[src/rtl/subneg_data_mem.sv]
// -----------------------------------------------------------------------------
// subneg_data_mem
//
// Data memory and operand sequencer for the SUBNEG core. The module holds
// DEPTH words of WIDTH bits. The words are loaded through a preload port. On a
// start request the module runs one SUBNEG data step:
//   A = mem[addr_a], B = mem[addr_b], mem[addr_b] <= B - A (modulo 2^WIDTH).
// It then reports the result together with negative and zero flags, which the
// PC logic uses for its branch decision.
//
// Ports
//   clk_i       rising-edge clock
//   rst_ni      asynchronous active-low reset (clears FSM, flags and memory)
//   start_i     request one step; sampled only in IDLE
//   addr_a_i    subtrahend address, latched when start is accepted
//   addr_b_i    minuend / destination address, latched when start is accepted
//   busy_o      high while a step is in flight (LD_A, LD_B, WB)
//   done_o      one-cycle pulse after the write-back edge
//   result_o    last written value B - A
//   neg_o       MSB of result_o (two's-complement sign)
//   zero_o      result_o == 0
//   ld_en_i     preload write enable; honoured only in IDLE
//   ld_addr_i   preload address
//   ld_data_i   preload data
//   rd_addr_i   observe read address
//   rd_data_o   combinational mem[rd_addr_i]
// -----------------------------------------------------------------------------
module subneg_data_mem #(
  parameter  int WIDTH = 8,
  parameter  int DEPTH = 16,
  localparam int AW    = $clog2(DEPTH)
) (
  input  logic             clk_i,
  input  logic             rst_ni,
  input  logic             start_i,
  input  logic [AW-1:0]    addr_a_i,
  input  logic [AW-1:0]    addr_b_i,
  output logic             busy_o,
  output logic             done_o,
  output logic [WIDTH-1:0] result_o,
  output logic             neg_o,
  output logic             zero_o,
  input  logic             ld_en_i,
  input  logic [AW-1:0]    ld_addr_i,
  input  logic [WIDTH-1:0] ld_data_i,
  input  logic [AW-1:0]    rd_addr_i,
  output logic [WIDTH-1:0] rd_data_o
);

  typedef enum logic [1:0] {
    IDLE = 2'd0,
    LD_A = 2'd1,
    LD_B = 2'd2,
    WB   = 2'd3
  } state_e;

  state_e           state_q;
  logic [AW-1:0]    a_lat_q;
  logic [AW-1:0]    b_lat_q;
  logic [WIDTH-1:0] op_a_q;
  logic [WIDTH-1:0] op_b_q;
  logic [WIDTH-1:0] result_q;
  logic             neg_q;
  logic             zero_q;
  logic             busy_q;
  logic             done_q;

  // Every word must clear on reset, so the storage is a register array and
  // not a RAM macro.
  logic [WIDTH-1:0] mem_q [DEPTH];

  // Write port arbitration and the subtraction result
  logic [WIDTH-1:0] diff_d;
  logic             mem_we_d;
  logic [AW-1:0]    mem_waddr_d;
  logic [WIDTH-1:0] mem_wdata_d;

  // The subtraction wraps modulo 2^WIDTH. When addr_a == addr_b, both
  // operands are the same word, so the difference is zero.
  always_comb begin
    diff_d = op_b_q - op_a_q;
  end

  // The FSM owns the single write port in WB. Preload gets the port only in
  // IDLE. A preload that is requested while busy is dropped, not deferred.
  always_comb begin
    mem_we_d    = 1'b0;
    mem_waddr_d = ld_addr_i;
    mem_wdata_d = ld_data_i;
    if (state_q == WB) begin
      mem_we_d    = 1'b1;
      mem_waddr_d = b_lat_q;
      mem_wdata_d = diff_d;
    end else if (state_q == IDLE && ld_en_i) begin
      mem_we_d    = 1'b1;
    end
  end

  always_ff @(posedge clk_i or negedge rst_ni) begin
    if (!rst_ni) begin
      for (int i = 0; i < DEPTH; i++) begin
        mem_q[i] <= '0;
      end
    end else if (mem_we_d) begin
      mem_q[mem_waddr_d] <= mem_wdata_d;
    end
  end

  // Sequencer: IDLE -> LD_A -> LD_B -> WB -> IDLE. All outputs are registered.
  // busy rises on the accept edge and falls on the write-back edge. On that
  // same edge, done rises for a single IDLE cycle. A start in that cycle is
  // accepted at once, so the step throughput is four cycles.
  always_ff @(posedge clk_i or negedge rst_ni) begin
    if (!rst_ni) begin
      state_q  <= IDLE;
      a_lat_q  <= '0;
      b_lat_q  <= '0;
      op_a_q   <= '0;
      op_b_q   <= '0;
      result_q <= '0;
      neg_q    <= 1'b0;
      zero_q   <= 1'b0;
      busy_q   <= 1'b0;
      done_q   <= 1'b0;
    end else begin
      case (state_q)
        IDLE: begin
          done_q <= 1'b0;
          if (start_i) begin
            a_lat_q <= addr_a_i;
            b_lat_q <= addr_b_i;
            busy_q  <= 1'b1;
            state_q <= LD_A;
          end
        end
        LD_A: begin
          op_a_q  <= mem_q[a_lat_q];
          state_q <= LD_B;
        end
        LD_B: begin
          op_b_q  <= mem_q[b_lat_q];
          state_q <= WB;
        end
        WB: begin
          result_q <= diff_d;
          neg_q    <= diff_d[WIDTH-1];
          zero_q   <= (diff_d == '0);
          done_q   <= 1'b1;
          busy_q   <= 1'b0;
          state_q  <= IDLE;
        end
        default: begin
          busy_q  <= 1'b0;
          state_q <= IDLE;
        end
      endcase
    end
  end

  assign busy_o    = busy_q;
  assign done_o    = done_q;
  assign result_o  = result_q;
  assign neg_o     = neg_q;
  assign zero_o    = zero_q;
  assign rd_data_o = mem_q[rd_addr_i];

endmodule

[config.mk]
export PLATFORM = sky130hd
export DESIGN_NAME = subneg_data_mem
export DESIGN_NICKNAME = d
export VERILOG_FILES = /design/src/rtl/subneg_data_mem.sv
export SDC_FILE = /design/constraint.sdc
export NUM_CORES = 1
export LEC_CHECK = 0
export BUFFER_PORTS_ARGS = -buffer_cell sky130_fd_sc_hd__buf_4
export CAP_MARGIN = 10
export CORE_ASPECT_RATIO = 1.2
export CORE_MARGIN = 5
export CORE_UTILIZATION = 31
export CTS_CLUSTER_SIZE = 12
export DETAILED_ROUTE_END_ITERATION = 16
export REMOVE_ABC_BUFFERS = 1
export SLEW_MARGIN = 20
export SYNTH_ARGS = -nofsm -noshare
export SYNTH_HDL_FRONTEND = slang
export SYNTH_SLANG_ARGS = --single-unit
[constraint.sdc]
create_clock -name clk_i -period 4.92 [get_ports clk_i]
set_input_delay 0.246 -clock clk_i [delete_from_list [all_inputs] [get_ports clk_i]]
set_output_delay 0.246 -clock clk_i [all_outputs]
set_load 0.005 [all_outputs]
* Word-level counts from Yosys, hierarchy flattened *
Index checks and enable logic that the tools add are counted.

operators by class
  add/subtract/negate cells = 1
  magnitude comparators = 5
  equality and inequality tests = 4
  multiplexer cells = 21
  bitwise gates (word level) = 4
  reduce and logical (&&, ||, !) cells = 7

operators with widths
  kind                  number
  $bwmux W128           1
  $bmux W8 S4           3
  $mux W8               8
  $demux W8 S4          1
  $ge A5 B5 Y1 const B  4
  $not A4 Y5            4
  $logic_not A8 Y1      1
  $pmux W2 S4           1
  $sub A8 B8 Y8         1
  $lt A5 B1 Y1 const B  1
  $eq A2 B2 Y1 const B  2
  $mux W4               1
  $pmux W1 S2           2
  $reduce_and A2 Y1     2
  $mux W1               3
  $eq A2 B1 Y1 const B  1
  $logic_and A1 B1 Y1   2
  $logic_not A2 Y1      1
  $mux W2               1
  $ne A2 B2 Y1 const B  1
  $reduce_bool A2 Y1    1

word-level totals
  register bits after elaboration = 166
  input bits = 28
  word-level logic and storage cells = 68

* Longest topological paths before layout *
Gate-level depths: netlist of the first run.

  depth in word-level cells = 8
  gate-level depth with buffers = 10
  depth with buffers taken out = 9

* Least setup slack after synthesis of the first run *
OpenSTA, ideal clock, no wires.

  path type = reg2reg
  start point = reg op_b_q[0]
  end point = reg zero_q, in the netlist zero_o
  arrival = 2.115 ns
  required time = 4.816 ns
  setup slack = 2.702 ns
  cell stages (with the launch flop) = 10
  cell sequence = dfrtp_1 inv_1 ha_1 inv_1 fa_1 a21o_1 a21oi_1 xnor2_1 or4_1 o41ai_2

on the way
  word-level cells in the longest chain between the ends = 2

ends and longest elaborated chain
  element                 line  text
  from (decl)             61    logic [WIDTH-1:0] op_b_q;
  from (signal assigned)  141   op_b_q <= mem_q[b_lat_q];
  $sub A8 B8 Y8           81    diff_d = op_b_q - op_a_q;
  $logic_not A8 Y1        147   zero_q <= (diff_d == '0);
  to (signal assigned)    147
  to (decl)               64    logic zero_q;

No other way between the ends.
A chain may end at the register's enable or synchronous reset.

* Worst setup path after layout of the first run *
  start point = reg state_q[0]
  end point = reg mem_q[24] (netlist name)

on the way
  word-level cells in the longest chain between the ends = 8
  elaborated cells between the ends (all ways) = 14
  classes of those cells = order compare: 2; eq/ne: 1; mux: 7; bitwise: 1; reduce/logical: 3

ends and longest elaborated chain
  element                                                                    line  text
  from (decl)                                                                57    state_e state_q;
  from (signal assigned)                                                     115   state_q <= IDLE;
  from (signal assigned)                                                     133   state_q <= LD_A;
  from (signal assigned)                                                     138   state_q <= LD_B;
  $eq A2 B2 Y1                                                               90    if (state_q == WB) begin
  $mux W4                                                                    90
  $not A4 Y5 (implied by the code)                                           105   mem_q[mem_waddr_d] <= mem_wdata_d;
  $ge A5 B5 Y1 (implied by the code) / $lt A5 B1 Y1 (equally long branches)  105
  $logic_and A1 B1 Y1 (implied by the code)                                  105
  $mux W8 (implied by the code)                                              105
  $demux W8 S4                                                               105
  $bwmux W128                                                                105
  to (signal, indexed assignment)                                            105
  to (decl)                                                                  70    logic [WIDTH-1:0] mem_q [DEPTH];

Parallel ways exist; a longest one is shown, timed or not.

==> summary.txt, run 1 <==
Outcome
  – Status: complete, no violations

Die
  – Chip height: 204 um
  – Die area: 0.0349 mm2
  – Die width: 171 um
  – Initial Utilization: 31.2%
  – Core area: 0.0311 mm2
  – I/O pin count: 48
  – Rows: 71

Pwr
  – Reg power frac: 32.4%
  – Leakage: 4.54 nW
  – Clock power share: 18.8%
  – Switching share of power: 38.8%
  – VDD IR max: 0.000266 V
  – Comb pwr share: 48.9%
  – Switching Power: 3.23 mW
  – Internal Pwr Total: 5.10 mW
  – Cell Pwr Density: 754 mW/mm2

Synthesis
  – Cell count after synthesis: 746
  – Main combinational cell family by area after synthesis: multiplexers
  – Syn. warnings: 0
  – Post-synthesis mux area share: 35.8%
  – Unique masters post-synth: 54
  – Area share of and/or/nand/nor cells after synthesis: 6.66%
  – Async set-reset flop share out of synthesis: 100%
  – EDFF count, synth: 0
  – Synth Register Bits: 165
  – Synth top area cells: dfrtp_1 43%, mux4_2 24%, mux2_2 6.9%, mux2i_1 3.8%, a21oi_1 2.6%
  – Seq/Total Area, Yosys: 42.6%
  – Adder-cell area share of the yosys netlist: 1.63%
  – Area share of the largest cell type after synthesis: 42.6%
  – Largest area contributor in the netlist: dfrtp_1
  – Synth Area in Compound Gates: 8.98%
  – Synth Area per Inst: 13.0 um2
  – Most frequent cells after synthesis: 165 x dfrtp_1, 104 x mux4_2, 59 x mux2_2
  – Ys flop type: dfrtp_1
  – Mapped cell area: 0.00969 mm2
  – Post-synthesis xor/xnor area fraction: 0.452%
  – Top-count cell post-synth: dfrtp_1

Final layout
  – Area delta synth->final: 13.9%
  – Share of layout cells above drive strength 1: 35.9%
  – Finished Core Util: 35.5%
  – Ant diodes: 0
  – Final #Nets: 806
  – Finished Layout Cells: 1180

Timing
  – Rel. slew slack: 27.4%
  – Max Slew Vio Count: 0
  – Tcrit/Tclk final: 61.1%
  – Worst-Margin Slew: 1.09 ns
  – Tmin final: 3.00 ns
  – TNS Setup: 0 ns
  – Final Skew: 0.0106 ns
  – Endpoints failing setup: 0
  – Worst hold slack: 0.0385 ns
  – Unrepaired setup endpoints after global routing: no
  – Setup ws final: 1.92 ns
  – Final hold vios: 0
  – Fmax: 0.333 GHz

Hold path
  – Worst hold endpoint: b_lat_q[3]
  – Hold Path Class: in -> reg
  – Hold Startpoint: addr_b_i[3]
  – Hold-critical path depth: 2

Clock tree
  – CTS tree: built
  – CTS sink cnt: 165
  – H-Tree Depth: 4
  – Worst-Skew Late Latency: 0.43 ns
  – Post-CTS setup buffer count: 0
  – Worst-path clk slew: 0.07 ns
  – Clk root buf: clkbuf_16
  – Num CTS Buffers: 17
  – Max clock buf depth: 2

Global route
  – Grt met1 use: 21.2%
  – Met2 Use GR: 26.7%
  – First-pass GRT wire length: 41500 um
  – Largest net degree at the start of global routing: 69
  – Gr usage total: 15.9%
  – Vias in the first global route: 6723
  – Gr ovfl total: 0
  – Busiest grt layer: met2
  – Met3 Use GR: 2.50%
  – Initial antenna violation count: 0

Worst setup path
  – Critical Path Start Type: register
  – Flop-to-flop setup slack: 1.92 ns
  – Critical R2R Launch: state_q[0]
  – Arrival time at the worst endpoint: 3.32 ns
  – Max Fanout on Critical Path: 22
  – Crit end category: register
  – CP Class: reg -> reg
  – Data required, critical path: 5.24 ns
  – Worst Setup SP: state_q[0]
  – Reg-to-Reg End: mem_q[24]
  – FF-to-FF path depth: 6

Place
  – Port bufs: 47
  – Cells after DPL: 1147
  – Final GP Congestion: 0.864
  – Detail Placement HPWL: 18800 um
  – Setup Slack @ Placement: 1.94 ns

Route
  – WL final: 26700 um
  – DR pass1 iterations: 5
  – DR DRC count: 0
  – WL/cell: 22.6 um
  – Mean number of vias per cell: 5.49
  – Post-detailed-route count of antenna-violating nets: 0
  – Iter 0 DRT Violations: 524
  – Via count: 6481

Flow run
  – Max Cap Viol: 0
## layout by cell type, fill, tap and decap left out, types with 17 or more instances in the layout
cell type | netlist | final
nor2_1 | 54 | 54
mux4_2 | 104 | 104
nand2_1 | 53 | 53
buf_4 | 12 | 59
o21ai_0 | 36 | 36
mux2i_1 | 37 | 36
a21oi_1 | 50 | 50
dfrtp_1 | 165 | 163
clkbuf_16 | 0 | 17
mux2_2 | 59 | 59
## worst max path at each step
| stage | endpoint | slack, ns | depth (start not counted) |
|---|---|---|---|
| 2_1_floorplan | mem_q[112] | 2.21 | 4 |
| 4_1_cts | mem_q[24] | 1.92 | 6 |
| 3_5_place_dp | mem_q[26] | 1.94 | 6 |
| 3_3_place_gp | mem_q[24] | 2.04 | 6 |
| 6_report | mem_q[24] | 1.92 | 6 |
| 5_1_grt | mem_q[127] | 1.71 | 6 |
## power groups by stage
stage | clock network (mW) | logic (mW) | registers, mW
finish | 1.56 | 4.07 | 2.70
global route | 1.65 | 4.38 | 2.81
CTS | 1.58 | 4.08 | 2.70
detailed placement | 0 | 4.05 | 2.73
global placement | 0 | 4.00 | 2.68
floorplan | 0 | 2.77 | 2.61
## per-stage QoR
stage	total power [mW]	cell area [um2]
4_1_cts	8.36	11000
2_1_floorplan	5.39	9370
3_3_place_gp	6.68	10300
6_report	8.32	11000
5_1_grt	8.84	11000
3_5_place_dp	6.78	10300
## flip-flops by register name (all words and copies together) (netlist names)
name	cells
op_b_q	8
op_a_q	8
b_lat_q	4
result_o	8
busy_o	1
zero_o	1
mem_q	128
a_lat_q	4
done_o	1
state_q	2
## final cells by class
class | count | area [um2]
clock buffers | 21 | 470
clock inverters | 11 | 221
fillers | 3040 | 20100
inverters | 14 | 52.6
multi-input cells | 507 | 5200
flip-flops and latches | 165 | 4130
well taps | 401 | 502
repair buffers | 61 | 464
## routing by layer
metal | vias to the layer above | part of all wire [%]
li1 | 2874 | -
met1 | 3381 | 42
met2 | 190 | 51
met3 | 36 | 4.9
met4 | 0 | 2.0
met5 | - | 0
## cells by family after synthesis
logic type / Yosys count
DFF: 165
AOI/OAI and AO/OA: 140
buffers and inverters: 74
muxes: 207
and+or+nand+nor: 143
adders and majority gates: 12
xor gates and xnor gates: 5
## worst max-delay path: stages, from the launching register on
cell     delay (ns)
dfrtp_1        0.39
ha_1           0.57
buf_4          0.37
mux2_2         0.38
a21oi_1        0.30
and2b_1        0.48
mux2_2         0.39
## repair_timing
| action | in CTS | in global routing |
|---|---|---|
| gates resized for setup | 0 | 0 |
| endpoints found under the hold margin | 66 | 0 |
| hold buffers | 1 | 0 |
Power figures use the tool's default switching activity.
==> inputs of run 2 (changes only) <==
clock period = 2.56 ns   (was 4.92 ns; I/O delays follow)
==> run 2 against run 1 <==
Flip-flop and latch count is the same. Clock-buffer cell count shrank 3. Cell count grew 3.7%. Design area grew 3.3%. Global-route usage grew 0.57 points.
==> summary.txt, run 2 (synthesis gave the netlist of run 1 again) <==
Final layout
  – Fillers: 3005
  – Top reg by flops: mem_q
  – Finished Core Util: 36.7%
  – Finished Layout Cells: 1224
  – Share of layout cells above drive strength 1: 38.3%
  – Max reg flops: 128
  – Area delta synth->final: 17.6%
  – Ant diodes: 0
  – Commonest non-fill, non-tap cell in the layout: dfrtp_1
  – Final #Nets: 850
  – Most frequent cells in the layout: 163 x dfrtp_1, 104 x mux4_2, 85 x buf_4
  – Register Area: 0.00413 mm2
  – Area of the multi-input gates: 0.00519 mm2

Global route
  – Gr usage total: 16.5%
  – First-pass GRT wire length: 42400 um
  – Vias in the first global route: 6826
  – Initial antenna violation count: 0
  – Gr ovfl total: 0
  – Largest net degree at the start of global routing: 53

Hold path
  – Hold Startpoint: ld_data_i[3]
  – Hold-critical path depth: 4
  – Hold Path Class: in -> reg
  – Worst hold endpoint: mem_q[123]

Clock tree
  – Num CTS Buffers: 17
  – CTS sink cnt: 165
  – Max clock buf depth: 2
  – Clk root buf: clkbuf_16
  – Worst-Skew Late Latency: 0.45 ns
  – H-Tree Depth: 4
  – CTS tree: built
  – Worst-path clk slew: 0.07 ns

Route
  – Post-detailed-route count of antenna-violating nets: 0
  – DR DRC count: 0
  – Via count: 6667
  – WL final: 28100 um
  – DR pass1 iterations: 5
  – Iter 0 DRT Violations: 465
  – WL/cell: 22.9 um
  – Mean number of vias per cell: 5.45

Timing
  – Worst-Margin Slew: 0.811 ns
  – Unrepaired setup endpoints after global routing: no
  – Tmin final: 2.34 ns
  – Tcrit/Tclk final: 91.2%
  – Endpoints failing setup: 0
  – Final hold vios: 0
  – Final Skew: 0.00884 ns
  – Rel. slew slack: 45.9%
  – Setup ws final: 0.224 ns
  – Max Slew Vio Count: 0
  – Worst hold slack: 0.188 ns
  – Fmax: 0.428 GHz

Die
  – Die width: 171 um
  – I/O pin count: 48
  – Chip height: 204 um
  – Core area: 0.0311 mm2
  – Rows: 71
  – Initial Utilization: 31.2%
  – Die area: 0.0349 mm2

Place
  – Cells after DPL: 1182
  – Setup Slack @ Placement: 0.245 ns
  – Final GP Congestion: 0.880
  – Port bufs: 47
  – Detail Placement HPWL: 19400 um

Worst setup path
  – Arrival time at the worst endpoint: 2.66 ns
  – Data required, critical path: 2.89 ns
  – Critical Path Start Type: register
  – Flop-to-flop setup slack: 0.22 ns
  – FF-to-FF path depth: 9
  – CP Class: reg -> reg
  – Crit end category: register
  – Reg-to-Reg End: mem_q[54]
  – Max Fanout on Critical Path: 16
  – Critical R2R Launch: op_b_q[0]

Pwr
  – VDD IR max: 0.000607 V
  – Cell Pwr Density: 1380 mW/mm2
  – Total Power: 15.8 mW
  – Leakage: 4.73 nW

Flow run
  – Max Cap Viol: 0

Outcome
  – Status: complete, no violations
run 2: how the worst max path moves through the flow:
stage	startpoint	end	slack, ns	cells after the start
after floorplan	b_lat_q[0]	mem_q[112]	-0.15	4
after global placement	op_b_q[0]	zero_o	0.27	9
after detailed placement	op_b_q[0]	zero_o	0.25	9
after CTS	op_b_q[0]	zero_o	0.21	9
after global routing	op_b_q[0]	mem_q[44]	0.05	11
final	op_b_q[0]	mem_q[54]	0.22	9
run 2: area by class of cell:
class / count / share of cell area, %
flip-flops and latches: 165 / 36.2
inverters: 14 / 0.461
multi-input cells: 507 / 45.5
clock inverters: 14 / 1.34
well taps: 401 / 4.40
repair buffers: 105 / 8.15
clock buffers: 18 / 3.85
run 2: per-layer routing:
metal	routed length [um]	track usage, %	vias to the layer above	part of all wire (%)
met5	0	0	-	0
met4	757	5.86	0	2.7
met3	1230	1.94	34	4.4
met2	14600	28.6	176	52
met1	11500	21.2	3494	41
li1	-	-	2963	-
run 2: critical path, cell delays in order (launching register included):
cell and delay, ns:
dfrtp_1 0.37, inv_1 0.07, ha_1 0.15, inv_1 0.05, fa_1 0.42, a21oi_1 0.23, or3_1 0.16, nand3_2 0.10
mux2_4 0.37, mux2_2 0.29
run 2: per-stage QoR:
| stage | setup TNS [ns] | area, um2 |
|---|---|---|
| finish | 0 | 11400 |
| detailed placement | 0 | 10700 |
| floorplan | -4.71 | 9370 |
| CTS | 0 | 11400 |
| global placement | 0 | 10700 |
| global route | 0 | 11400 |
run 2: what timing repair did:
item	4_1_cts	5_1_grt
resized for setup	0	0
hold buffers	10	0
buffers inserted	0	0
endpoints found under the hold margin	59	0
endpoints found under the setup margin	0	0
run 2: where the power goes:
part,switching (mW),internal (mW)
combinational,3.84,4.27
sequential,1.17,3.86
clock,1.14,1.47
total,6.16,9.60
